[src/rtl/hazard_pkg.sv]
// Shared encodings for the pipeline hazard controller: forwarding selects,
// the load result code and the data-memory access FSM states.
package hazard_pkg;

  localparam logic [1:0] FWD_RF     = 2'b00;
  localparam logic [1:0] FWD_W      = 2'b01;
  localparam logic [1:0] FWD_M      = 2'b10;
  localparam logic [1:0] RESULT_MEM = 2'b01;

  typedef enum logic [1:0] {
    IDLE,
    WAIT,
    ERROR
  } mem_state_t;

endpackage

[src/rtl/hazard_controller_if.sv]
// Pipeline-side bundle of the hazard controller: register indices and
// control in, forwarding selects and stall/flush enables out.
interface hazard_controller_if #(
  parameter int unsigned REG_ADDR_WIDTH = 5
);

  logic [REG_ADDR_WIDTH-1:0] Rs1D, Rs2D, Rs1E, Rs2E, RdE, RdM, RdW;
  logic [1:0]                ResultSrcE;
  logic                      RegWriteM, RegWriteW, PCSrcE, MemReqM, MemAckM;
  logic [1:0]                ForwardAE, ForwardBE;
  logic                      StallF, StallD, StallE, StallM;
  logic                      FlushD, FlushE, FlushW;
  logic                      MemBusy, MemTimeout;

  modport master (
    output Rs1D, Rs2D, Rs1E, Rs2E, RdE, RdM, RdW, ResultSrcE,
           RegWriteM, RegWriteW, PCSrcE, MemReqM, MemAckM,
    input  ForwardAE, ForwardBE, StallF, StallD, StallE, StallM,
           FlushD, FlushE, FlushW, MemBusy, MemTimeout
  );

  modport slave (
    input  Rs1D, Rs2D, Rs1E, Rs2E, RdE, RdM, RdW, ResultSrcE,
           RegWriteM, RegWriteW, PCSrcE, MemReqM, MemAckM,
    output ForwardAE, ForwardBE, StallF, StallD, StallE, StallM,
           FlushD, FlushE, FlushW, MemBusy, MemTimeout
  );

endinterface

[src/rtl/hazard_controller_forwarding_unit.sv]
// Combinational ALU operand forwarding: the younger M-stage result wins
// over W; register x0 is never forwarded.
module forwarding_unit
  import hazard_pkg::*;
#(
  parameter int unsigned REG_ADDR_WIDTH = 5
) (
  input  logic [REG_ADDR_WIDTH-1:0] rs1,
  input  logic [REG_ADDR_WIDTH-1:0] rs2,
  input  logic [REG_ADDR_WIDTH-1:0] rd_m,
  input  logic [REG_ADDR_WIDTH-1:0] rd_w,
  input  logic                      reg_write_m,
  input  logic                      reg_write_w,
  output logic [1:0]                fwd_a,
  output logic [1:0]                fwd_b
);

  function automatic logic [1:0] select(input logic [REG_ADDR_WIDTH-1:0] rs);
    if (reg_write_m && (rd_m != '0) && (rd_m == rs))
      return FWD_M;
    else if (reg_write_w && (rd_w != '0) && (rd_w == rs))
      return FWD_W;
    else
      return FWD_RF;
  endfunction

  always_comb begin
    fwd_a = select(rs1);
    fwd_b = select(rs2);
  end

endmodule

[src/rtl/hazard_controller.sv]
// Central pipeline scheduler: forwarding, load-use and branch hazards, and a
// req/ack sequencer with watchdog for multi-cycle data-memory accesses in M.
module hazard_controller
  import hazard_pkg::*;
#(
  parameter int unsigned REG_ADDR_WIDTH = 5,
  parameter int unsigned TIMEOUT_CYCLES = 64
) (
  input logic                clk,
  input logic                rst,
  hazard_controller_if.slave hz
);

  localparam int unsigned CNT_W = $clog2(TIMEOUT_CYCLES + 1);

  mem_state_t       state, state_next;
  logic [CNT_W-1:0] cnt, cnt_next;
  logic             mem_timeout;
  logic             mem_stall;
  logic             lw_stall;
  logic [1:0]       fwd_a, fwd_b;

  forwarding_unit #(
    .REG_ADDR_WIDTH(REG_ADDR_WIDTH)
  ) u_fwd (
    .rs1        (hz.Rs1E),
    .rs2        (hz.Rs2E),
    .rd_m       (hz.RdM),
    .rd_w       (hz.RdW),
    .reg_write_m(hz.RegWriteM),
    .reg_write_w(hz.RegWriteW),
    .fwd_a      (fwd_a),
    .fwd_b      (fwd_b)
  );

  always_ff @(posedge clk) begin
    if (rst) begin
      state       <= IDLE;
      cnt         <= '0;
      mem_timeout <= 1'b0;
    end else begin
      state <= state_next;
      cnt   <= cnt_next;
      if (state_next == ERROR)
        mem_timeout <= 1'b1;
    end
  end

  // The counter holds the number of stall cycles already spent on this access,
  // so an ack arriving while it equals TIMEOUT_CYCLES is still accepted.
  always_comb begin
    state_next = state;
    cnt_next   = cnt;
    mem_stall  = 1'b0;
    case (state)
      IDLE: begin
        if (hz.MemReqM && !hz.MemAckM) begin
          mem_stall  = 1'b1;
          cnt_next   = CNT_W'(1);
          state_next = WAIT;
        end
      end
      WAIT: begin
        if (hz.MemAckM) begin
          state_next = IDLE;
        end else begin
          mem_stall = 1'b1;
          if (cnt == CNT_W'(TIMEOUT_CYCLES))
            state_next = ERROR;
          else
            cnt_next = cnt + CNT_W'(1);
        end
      end
      ERROR:   mem_stall = 1'b1;
      default: state_next = IDLE;
    endcase
  end

  assign lw_stall = (hz.ResultSrcE == RESULT_MEM) && (hz.RdE != '0) &&
                    ((hz.RdE == hz.Rs1D) || (hz.RdE == hz.Rs2D));

  always_comb begin
    hz.StallF = 1'b0;
    hz.StallD = 1'b0;
    hz.StallE = 1'b0;
    hz.StallM = 1'b0;
    hz.FlushD = 1'b0;
    hz.FlushE = 1'b0;
    hz.FlushW = 1'b0;
    if (rst) begin
      hz.FlushD = 1'b1;
      hz.FlushE = 1'b1;
      hz.FlushW = 1'b1;
    end else if (mem_stall) begin
      hz.StallF = 1'b1;
      hz.StallD = 1'b1;
      hz.StallE = 1'b1;
      hz.StallM = 1'b1;
      hz.FlushW = 1'b1;
    end else if (hz.PCSrcE) begin
      hz.FlushD = 1'b1;
      hz.FlushE = 1'b1;
    end else if (lw_stall) begin
      hz.StallF = 1'b1;
      hz.StallD = 1'b1;
      hz.FlushE = 1'b1;
    end
  end

  assign hz.ForwardAE  = rst ? FWD_RF : fwd_a;
  assign hz.ForwardBE  = rst ? FWD_RF : fwd_b;
  assign hz.MemBusy    = !rst && (state != IDLE);
  assign hz.MemTimeout = mem_timeout;

endmodule

[src/flat_wrapper.sv]
// flat-port wrapper written by rule: the top's interface ports become plain ports
module hazard_controller_flat import hazard_pkg::*;
#(
  parameter int unsigned REG_ADDR_WIDTH = 5,
  parameter int unsigned TIMEOUT_CYCLES = 64
)
  (clk, rst, hz_Rs1D, hz_Rs2D, hz_Rs1E, hz_Rs2E, hz_RdE, hz_RdM, hz_RdW, hz_ResultSrcE, hz_RegWriteM, hz_RegWriteW, hz_PCSrcE, hz_MemReqM, hz_MemAckM, hz_ForwardAE, hz_ForwardBE, hz_StallF, hz_StallD, hz_StallE, hz_StallM, hz_FlushD, hz_FlushE, hz_FlushW, hz_MemBusy, hz_MemTimeout);
  hazard_controller_if #(.REG_ADDR_WIDTH(REG_ADDR_WIDTH)) hz_i ();
  input logic clk;
  input logic rst;
  input wire logic [$bits(hz_i.Rs1D)-1:0] hz_Rs1D;
  input wire logic [$bits(hz_i.Rs2D)-1:0] hz_Rs2D;
  input wire logic [$bits(hz_i.Rs1E)-1:0] hz_Rs1E;
  input wire logic [$bits(hz_i.Rs2E)-1:0] hz_Rs2E;
  input wire logic [$bits(hz_i.RdE)-1:0] hz_RdE;
  input wire logic [$bits(hz_i.RdM)-1:0] hz_RdM;
  input wire logic [$bits(hz_i.RdW)-1:0] hz_RdW;
  input wire logic [$bits(hz_i.ResultSrcE)-1:0] hz_ResultSrcE;
  input wire logic [$bits(hz_i.RegWriteM)-1:0] hz_RegWriteM;
  input wire logic [$bits(hz_i.RegWriteW)-1:0] hz_RegWriteW;
  input wire logic [$bits(hz_i.PCSrcE)-1:0] hz_PCSrcE;
  input wire logic [$bits(hz_i.MemReqM)-1:0] hz_MemReqM;
  input wire logic [$bits(hz_i.MemAckM)-1:0] hz_MemAckM;
  output wire logic [$bits(hz_i.ForwardAE)-1:0] hz_ForwardAE;
  output wire logic [$bits(hz_i.ForwardBE)-1:0] hz_ForwardBE;
  output wire logic [$bits(hz_i.StallF)-1:0] hz_StallF;
  output wire logic [$bits(hz_i.StallD)-1:0] hz_StallD;
  output wire logic [$bits(hz_i.StallE)-1:0] hz_StallE;
  output wire logic [$bits(hz_i.StallM)-1:0] hz_StallM;
  output wire logic [$bits(hz_i.FlushD)-1:0] hz_FlushD;
  output wire logic [$bits(hz_i.FlushE)-1:0] hz_FlushE;
  output wire logic [$bits(hz_i.FlushW)-1:0] hz_FlushW;
  output wire logic [$bits(hz_i.MemBusy)-1:0] hz_MemBusy;
  output wire logic [$bits(hz_i.MemTimeout)-1:0] hz_MemTimeout;
  assign hz_i.Rs1D = hz_Rs1D;
  assign hz_i.Rs2D = hz_Rs2D;
  assign hz_i.Rs1E = hz_Rs1E;
  assign hz_i.Rs2E = hz_Rs2E;
  assign hz_i.RdE = hz_RdE;
  assign hz_i.RdM = hz_RdM;
  assign hz_i.RdW = hz_RdW;
  assign hz_i.ResultSrcE = hz_ResultSrcE;
  assign hz_i.RegWriteM = hz_RegWriteM;
  assign hz_i.RegWriteW = hz_RegWriteW;
  assign hz_i.PCSrcE = hz_PCSrcE;
  assign hz_i.MemReqM = hz_MemReqM;
  assign hz_i.MemAckM = hz_MemAckM;
  assign hz_ForwardAE = hz_i.ForwardAE;
  assign hz_ForwardBE = hz_i.ForwardBE;
  assign hz_StallF = hz_i.StallF;
  assign hz_StallD = hz_i.StallD;
  assign hz_StallE = hz_i.StallE;
  assign hz_StallM = hz_i.StallM;
  assign hz_FlushD = hz_i.FlushD;
  assign hz_FlushE = hz_i.FlushE;
  assign hz_FlushW = hz_i.FlushW;
  assign hz_MemBusy = hz_i.MemBusy;
  assign hz_MemTimeout = hz_i.MemTimeout;
  hazard_controller #(.REG_ADDR_WIDTH(REG_ADDR_WIDTH), .TIMEOUT_CYCLES(TIMEOUT_CYCLES)) u_core (.clk(clk), .rst(rst), .hz(hz_i));
endmodule
[config.mk]
export PLATFORM = sky130hd
export DESIGN_NAME = hazard_controller_flat
export DESIGN_NICKNAME = d
export VERILOG_FILES = /design/src/rtl/hazard_pkg.sv /design/src/rtl/hazard_controller_if.sv /design/src/rtl/hazard_controller_forwarding_unit.sv /design/src/rtl/hazard_controller.sv /design/src/flat_wrapper.sv
export SDC_FILE = /design/constraint.sdc
export NUM_CORES = 1
export LEC_CHECK = 0
export CORE_MARGIN = 1.5
export CORE_UTILIZATION = 39
export CTS_BUF_LIST = sky130_fd_sc_hd__clkbuf_2
export DETAILED_ROUTE_END_ITERATION = 6
export GPL_ROUTABILITY_DRIVEN = 0
export GPL_TIMING_DRIVEN = 0
export PLACE_DENSITY = 0.82
export SYNTH_ARGS = -nofsm -noshare
export SYNTH_HDL_FRONTEND = slang
export SYNTH_SLANG_ARGS = --single-unit
export TNS_END_PERCENT = 10
[constraint.sdc]
create_clock -name clk -period 1.9 [get_ports clk]
set_input_delay 0.19 -clock clk [delete_from_list [all_inputs] [get_ports clk]]
set_output_delay 0.19 -clock clk [all_outputs]
set_load 0.02 [all_outputs]
==> flow_summary.yaml <==
run_status:
  status: "finished, final reports clean"
finish:
  diodes: 0
  finalNonFillerCells: 217
  drive_above_1_share_pct: 19.8
  nets: 234
  nFillCells: 205
  area_growth_pct: 69.9
  utilization_pct: 69.4
synth:
  synth_cells: 125
  ys_top_cells_by_count: "xor2_1, xnor2_1, nor2_1"
  yosysWarnings: 0
  syn_nets: 171
  async_reset_ff_share_pct: 0
  seq_area_frac_synth_pct: 20.0
  synth_top_area_share_pct: 20.0
  ys.flop_type: "dfxtp_1"
  synth_top_cells_by_area: "dfxtp_1, xor2_1, xnor2_1"
  synth_edf_count: 0
  ys_ff_latch: 10
  syn_area_per_cell_um2: 8.02
  synth_area_mm2: 0.00100
  synthMostInstantiatedCell: "xor2_1"
  synth_top_area_cell: "dfxtp_1"
  synth_cell_types: 36
route:
  maxUsedRoutingLayer: "met3"
  route.detailed.drc: 0
  met3_length_um: 129
  antenna_left: 0
  route.vias.total: 1112
  wirelength_um: 2970
  drtIter0Drc: 16
  vias_per_cell: 5.12
  dr.pass1.iters: 4
  met2WireLength_um: 1620
  wire_per_inst_um: 13.7
  drt-met1-wl_um: 1220
setup_path:
  crit_arrival_ps: 1700
  cp-start-kind: "input port"
  critPathMaxStageDelay_ps: 540
  end_kind: "output pin"
  cp.required_ps: 1710
  path_max_fanout: 3
  crit_slowest_cell: "or4_4"
  path_cells: "dlygate4sd2_1 -> or4_4 -> o21ai_4 -> nor3_2 -> nor4_4 -> buf_4"
  critical_path_class: "input port to output pin"
placed_design:
  placed_cells: 211
  dp_hpwl_um: 2420
  port_buffers: 56
cts:
  clock_sinks: 10
  path_clk_slew_ps: 90
  cts_tree: "built"
  root_buffer: "clkbuf_2"
  cts_buffers: 3
  worst_skew_pair.late_latency_ps: 260
  clockBufferDepth: 2
  htreeDepth: 1
timing:
  rsz0062_at_grt: "true"
  clock.fmax_mhz: 530
  holdWs_ps: 267
  fin_skew_ps: 15.5
  fin_crit_sh_pct: 99.2
  relSlewSlack_pct: 73.8
  hold_viol: 0
  final.setup.tns_ps: 0
  drv_slew: 0
  min_period_ps: 1890
  tightest_slew_ps: 392
  setup_viol_count_final: 0
global_routing:
  grt_pass1_vias: 1134
  gr-total-overflow: 0
  grt_usage_pct: 22.1
  grt_antenna_before_repair: 0
  grt_max_degree: 11
  grt_pass1_wl_um: 4740
die:
  die_h_um: 53.7
  core-area_mm2: 0.00245
  row_count: 18
  ios: 57
  die_area_mm2: 0.00288
  initial_utilization_pct: 40.8
  die_w_um: 53.7
power:
  worst_ir_drop_vdd_v: 0.000276
  p_per_area_mw_per_mm2: 362
  leakage_nw: 0.721
min_path:
  hold_path.class: "input port to flip-flop"
job:
  cap_violations: 0
-- power by group --
| group | internal, mW | switching, mW | total [mW] |
|---|---|---|---|
| clock network | 0.0457 | 0.0758 | 0.122 |
| logic | 0.153 | 0.127 | 0.280 |
| registers | 0.211 | 0.00436 | 0.216 |
-- sequential cells by signal, summed over array words and instances, names as in the netlist --
name,flops
u_core.state,2
u_core.hz.MemTimeout,1
u_core.cnt,7
-- what timing repair did --
| item | 4_1_cts | 5_1_grt |
|---|---|---|
| resized for setup | 48 | 35 |
| pin swaps | 2 | 5 |
| buffers inserted | 2 | 0 |
| hold buffers | 0 | 0 |
| endpoints found under the setup margin | 12 | 11 |
-- cells by family (layout without fill, tap and decap cells) --
family	after synthesis	count (layout)	synth area share, %
simple gates	51	51	28.6
xor+xnor	34	34	29.7
compound gates	17	17	14.2
buf+inv	11	73	4.99
flops	10	10	20.0
fa+ha+maj	2	2	2.50
-- cell type report --
cell class	count	area [um2]	share of cell area, %
multi-input combinational	104	818	48.1
timing repair buffer	58	566	33.2
sequential	10	205	12.0
tap	30	37.5	2.20
buffer	4	31.3	1.84
inverter	7	26.3	1.54
clock buffer	3	15.0	0.882
clock inverter	1	3.75	0.220
-- worst max-delay path, delay by kind of cell --
| family | cells | cell delay [ps] |
|---|---|---|
| compound gates | 1 | 160 |
| simple gates | 3 | 890 |
| buf+inv | 2 | 460 |
-- stage by stage --
step / total power, mW / instance area [um2] / worst slack [ps]
final: 0.617 / 1700 / 14.3
after detailed placement: 0.490 / 1600 / -782
after CTS: 0.615 / 1660 / -174
after global placement: 0.482 / 1600 / -755
after global routing: 0.649 / 1700 / -92.3
after floorplan: 0.338 / 1000 / 178
-- cells in the final DEF (no fill, tap or decap), drive strengths merged, types with 2 or more instances in the layout --
cell type / netlist / layout
a211oi: 2 / 2
a21oi: 3 / 3
a31o: 2 / 2
buf: 3 / 10
clkbuf: 1 / 9
clkdlybuf4s15: 0 / 2
clkdlybuf4s50: 0 / 27
dfxtp: 10 / 10
dlygate4sd2: 0 / 5
dlymetal6s2s: 0 / 12
ha: 2 / 2
inv: 7 / 7
nand2: 4 / 4
nand3: 5 / 5
nor2: 15 / 15
nor2b: 3 / 3
nor3: 8 / 8
nor4: 6 / 6
o2111ai: 2 / 2
o21ai: 2 / 2
or4: 4 / 4
xnor2: 16 / 16
xor2: 18 / 18
-- worst paths after layout --
path / start / to / slack [ps] / cells after the start
max: hz_RdM[2] / hz_ForwardAE[0] / 10 / 6
min: rst / u_core.state[0] / 270 / 2
max reg2reg: u_core.cnt[1] / u_core.cnt[2] / 220 / 6
min reg2reg: u_core.hz.MemTimeout / u_core.hz.MemTimeout / 450 / 2
-- routing by layer --
layer	track usage (%)	vias up
met4	6.41	0
met1	24.8	517
met2	43.3	35
met5	0	-
met3	1.94	0
li1	-	560
(Power assumes the default switching activity.)
==> patch 1 (same flow settings) <==
`REG_ADDR_WIDTH` is set to 5 in 4 places; all go to 4.
--- a/src/rtl/hazard_controller_if.sv
+++ b/src/rtl/hazard_controller_if.sv
@@ -1,7 +1,7 @@
 // Pipeline-side bundle of the hazard controller: register indices and
 // control in, forwarding selects and stall/flush enables out.
 interface hazard_controller_if #(
-  parameter int unsigned REG_ADDR_WIDTH = 5
+  parameter int unsigned REG_ADDR_WIDTH = 4
 );
 
   logic [REG_ADDR_WIDTH-1:0] Rs1D, Rs2D, Rs1E, Rs2E, RdE, RdM, RdW;
--- a/src/rtl/hazard_controller_forwarding_unit.sv
+++ b/src/rtl/hazard_controller_forwarding_unit.sv
@@ -3,7 +3,7 @@
 module forwarding_unit
   import hazard_pkg::*;
 #(
-  parameter int unsigned REG_ADDR_WIDTH = 5
+  parameter int unsigned REG_ADDR_WIDTH = 4
 ) (
   input  logic [REG_ADDR_WIDTH-1:0] rs1,
   input  logic [REG_ADDR_WIDTH-1:0] rs2,
--- a/src/rtl/hazard_controller.sv
+++ b/src/rtl/hazard_controller.sv
@@ -3,7 +3,7 @@
 module hazard_controller
   import hazard_pkg::*;
 #(
-  parameter int unsigned REG_ADDR_WIDTH = 5,
+  parameter int unsigned REG_ADDR_WIDTH = 4,
   parameter int unsigned TIMEOUT_CYCLES = 64
 ) (
   input logic                clk,
--- a/src/flat_wrapper.sv
+++ b/src/flat_wrapper.sv
@@ -1,7 +1,7 @@
 // flat-port wrapper written by rule: the top's interface ports become plain ports
 module hazard_controller_flat import hazard_pkg::*;
 #(
-  parameter int unsigned REG_ADDR_WIDTH = 5,
+  parameter int unsigned REG_ADDR_WIDTH = 4,
   parameter int unsigned TIMEOUT_CYCLES = 64
 )
   (clk, rst, hz_Rs1D, hz_Rs2D, hz_Rs1E, hz_Rs2E, hz_RdE, hz_RdM, hz_RdW, hz_ResultSrcE, hz_RegWriteM, hz_RegWriteW, hz_PCSrcE, hz_MemReqM, hz_MemAckM, hz_ForwardAE, hz_ForwardBE, hz_StallF, hz_StallD, hz_StallE, hz_StallM, hz_FlushD, hz_FlushE, hz_FlushW, hz_MemBusy, hz_MemTimeout);
Interface: changed (7 resized); port bits go from 57 to 50. No check against the original RTL was run, so the function may have changed too.
==> patch 1 against the unedited design <==
  * Via count decreased by 11%
  * Routed wire length decreased by 12%
  * Cell area decreased by 11%
  * Area after synthesis decreased by 7.5%
  * Setup slack improved by 0.013 ns
  * Non-clock buffer count decreased by 7
  * Synthesized cell count decreased by 11%
  * Global-route usage decreased by 1.7 points
  * Power decreased by 5.8%
  * Sequential cell count unchanged
  * Largest cell class unchanged
==> patch 1: results (changes against the unedited design) <==
final wirelength 2.61 mm (-12%); area of the multi-input gates 706 sq um (-14%); Post-Synth XOR/XNOR Area 0.265 (-0.0326); Clk pwr share 0.212 (+0.015); synthesized instance count 111 (-11%); Sw Pwr 0.000186 W (-10%); Seq/total area 0.133 (+0.0122); Place WS -0.618 ns (+0.164 ns); Synth Area in Adders 0.0270 (+0.00202); first-pass GRT wire length 4.14 mm (-13%); Leakage 0.604 nW (-16%); synth unique cells 35 (-2.8%); Sw Share 0.320 (-0.0161); synth cell count leaders xnor2_1, nor2_1, dfxtp_1; top post-synthesis cells by area xnor2_1, dfxtp_1, nor2_1; nonclk inv count 5 (-2); slowest stage cell, crit path dfxtp_2; nonclk buf count 55 (-11%); placed cell areas 1450 sq um (-9.2%); vias in the first global route 973 (-14%); nets 206 (-12%); final clock skew 0.00456 ns (-0.0110 ns); HPWL after DPL 2.10 mm (-13%); NonClk Buf Share 0.354 (+0.00401); status finished clean; share of layout cells above drive strength 1 0.169 (-0.0292); sequential fraction of the synthesis area 0.216 (+0.0162); DRT iter0 DRCs 12 (-4)
## patch 1: cell count changes in the layout (fill, tap and decap cells not counted), sizes merged, moves of 4 or more
cell          change
clkbuf            -5
dlymetal6s2s      -5
nor4              -4
xor2             -18
xnor2            +12
nand4             +6
## patch 1: per-layer routing
| layer | up-vias | GRT usage | wire length (um) |
|---|---|---|---|
| li1 | 496 | - | - |
| met1 | 460 | 0.243 | 1170 |
| met2 | 33 | 0.372 | 1290 |
| met3 | 3 | 0.0287 | 118 |
| met4 | 0 | 0.0702 | 26 |
| met5 | - | 0 | 0 |
## patch 1: final timing paths
path,from,endpoint,slack [ns],depth (start not counted)
hold / removal,hz_MemAckM,u_core.state[1],0.28,3
setup reg to reg,u_core.cnt[0],u_core.cnt[2],0.23,6
setup / recovery,u_core.state[1],hz_FlushE,0.03,6
hold reg to reg,u_core.hz.MemTimeout,u_core.hz.MemTimeout,0.45,2
==> patch 2 (same settings) <==
Without the edit above. Re-encode `mem_state_t` (3 states) as one-hot, 3 bits wide.
--- a/src/rtl/hazard_pkg.sv
+++ b/src/rtl/hazard_pkg.sv
@@ -7,10 +7,10 @@
   localparam logic [1:0] FWD_M      = 2'b10;
   localparam logic [1:0] RESULT_MEM = 2'b01;
 
-  typedef enum logic [1:0] {
-    IDLE,
-    WAIT,
-    ERROR
+  typedef enum logic [2:0] {
+    IDLE  = 3'b001,
+    WAIT  = 3'b010,
+    ERROR = 3'b100
   } mem_state_t;
 
 endpackage
Formal check against the unedited RTL: no difference found for any inputs over 10 cycles, from zero or initial values and one cycle with rst high; not proved beyond that.
==> patch 2 against the unedited design <==
  * The run now ends with setup timing left
  * Routed wire length is 8.2% higher
  * Register-to-register slack worse by 0.03 ns
  * Power up 4.6%
  * Setup slack got worse by 0.050 ns
  * Global-route usage fell by 1.2 points
  * Count of clock-buffer cells in the layout up 1
  * Die area is 6.1% higher
  * Fmax fell by 2.6%
  * Sequential power increased by 10%
  * Non-clock buffer count is 3 higher
  * Sequential cell count is 1 higher
  * Area after synthesis grew 6.5%
  * First-iteration DRC count fell by 13%
  * Cell area up 3.2%
  * Critical path type is now reg2out
  * Largest cell class unchanged
==> patch 2: results (changes against the unedited design) <==
status complete, but fails checks; violated checks setup timing; top post-synthesis cells by area dfxtp_1, xnor2_1, xor2_1; Worst path max stage delay 0.38 ns (-0.16 ns); Total GRT Usage 0.209 (-0.0119); # setup viols final 1 (+1); setup ws final -0.0354 ns (-0.0497 ns); syn avg cell area 8.21 sq um (+2.4%); maximum fanout along the worst path 5 (+2); mux contribution to synthesized area 0 (unchanged); final clock skew 0.00799 ns (-0.00753 ns); vias in the first global route 1,276 (+13%); H-tree Lvls 1 (unchanged); actual slew at the worst max-slew pin 0.453 ns (+0.0607 ns); Synth async-reset ratio 0 (unchanged); buffers added on ports 56 (unchanged); final wirelength 3.21 mm (+8.2%); placed cell areas 1670 sq um (+4.1%); sequential fraction of the synthesis area 0.206 (+0.00658); YS warnings 0 (unchanged); Antenna Diode Count 0 (unchanged); cell family with most CP delay simple AND/OR/NAND/NOR gates; first-pass GRT wire length 5.25 mm (+11%); Synth Area in Adders 0.0234 (-0.00152); synth unique cells 40 (+11%); Syn Nets 176 (+2.9%); DRT iter0 DRCs 14 (-2); clk slew on worst S/H paths 0.11 ns (+0.02 ns); initial antenna violation count 0 (unchanged); Post-Synth XOR/XNOR Area 0.287 (-0.00991); Inserted Clock Buffers 3 (unchanged); Reg with most FFs u_core.cnt; max reg flops 7 (unchanged); synth cell count leaders xnor2_1, xor2_1, dfxtp_1; share of layout cells above drive strength 1 0.221 (+0.0227); most common flop cell mapped by yosys dfxtp_1; slowest stage cell, crit path dfxtp_4; flops & latches, synth 11 (+1); Synth Area in Compound Gates 0.181 (+0.0382); placed instance count 216 (+2.4%); Leakage 0.704 nW (-2.4%); Max VDD drop 0.362 mV (+31%); Rows 18 (unchanged); Hold Crit Class in2reg; vias 1,193 (+7.3%); Non-Filler Instances 225 (+3.7%); Clock Root Buffer clkbuf_2; pin count of the biggest net entering global routing 11 (unchanged); Place WS -0.721 ns (+0.0610 ns); final setup TNS -0.0354 ns (-0.0354 ns); HPWL after DPL 2.51 mm (+3.7%); worst skew pair latency 0.26 ns (about the same); nets 242 (+3.4%)
-- patch 2: cell count changes in the layout (fill, tap and decap cells not counted), sizes merged, moves of 3 or more --
cell	unedited run	this run
a21oi	3	7
buf	10	16
dlygate4sd2	5	13
nor2	15	9
dlymetal6s2s	12	4
nor3	8	5
xor2	18	14
xnor2	16	21
nor3b	0	3
-- patch 2: worst paths after layout --
| kind | start | endpoint | slack, ns | cells past startpoint |
|---|---|---|---|---|
| setup / recovery | u_core.state[2] | hz_StallF | -0.04 | 6 |
| hold / removal | rst | u_core.hz.MemTimeout | 0.35 | 4 |
| setup reg to reg | u_core.cnt[0] | u_core.cnt[5] | 0.19 | 7 |
| hold reg to reg | u_core.hz.MemTimeout | u_core.hz.MemTimeout | 0.47 | 1 |
-- patch 2: worst min-delay path, stage by stage --
cell and delay [ns]:
dlymetal6s2s_1 0.13, inv_2 0.06, buf_4 0.11, a21o_1 0.10
-- patch 2: final cells by class --
| type | instances | area [sq um] |
|---|---|---|
| Inverter | 6 | 22.5 |
| Fill cell | 198 | 766 |
| Sequential cell | 11 | 225 |
| Clock buffer | 4 | 20.0 |
| Tap cell | 30 | 37.5 |
| Buffer | 4 | 30.0 |
| Timing Repair Buffer | 61 | 554 |
| Multi-Input combinational cell | 109 | 867 |
-- patch 2: timing repair --
action / 4_1_cts / 5_1_grt
setup buffers: 2 / 3
resized for setup: 61 / 29
pin swaps: 4 / 9
endpoints found under the setup margin: 11 / 10
-- patch 2: per-layer routing --
layer | GRT usage | wire, um
met5 | 0 | 0
met4 | 0.0906 | 105
met3 | 0.0304 | 154
met2 | 0.415 | 1680
met1 | 0.211 | 1270
-- patch 2: power breakdown --
part | internal, W | switching (W)
logic | 0.000146 | 0.000125
registers | 0.000233 | 0.00000527
clock network | 0.0000558 | 0.0000798
total | 0.000435 | 0.000210
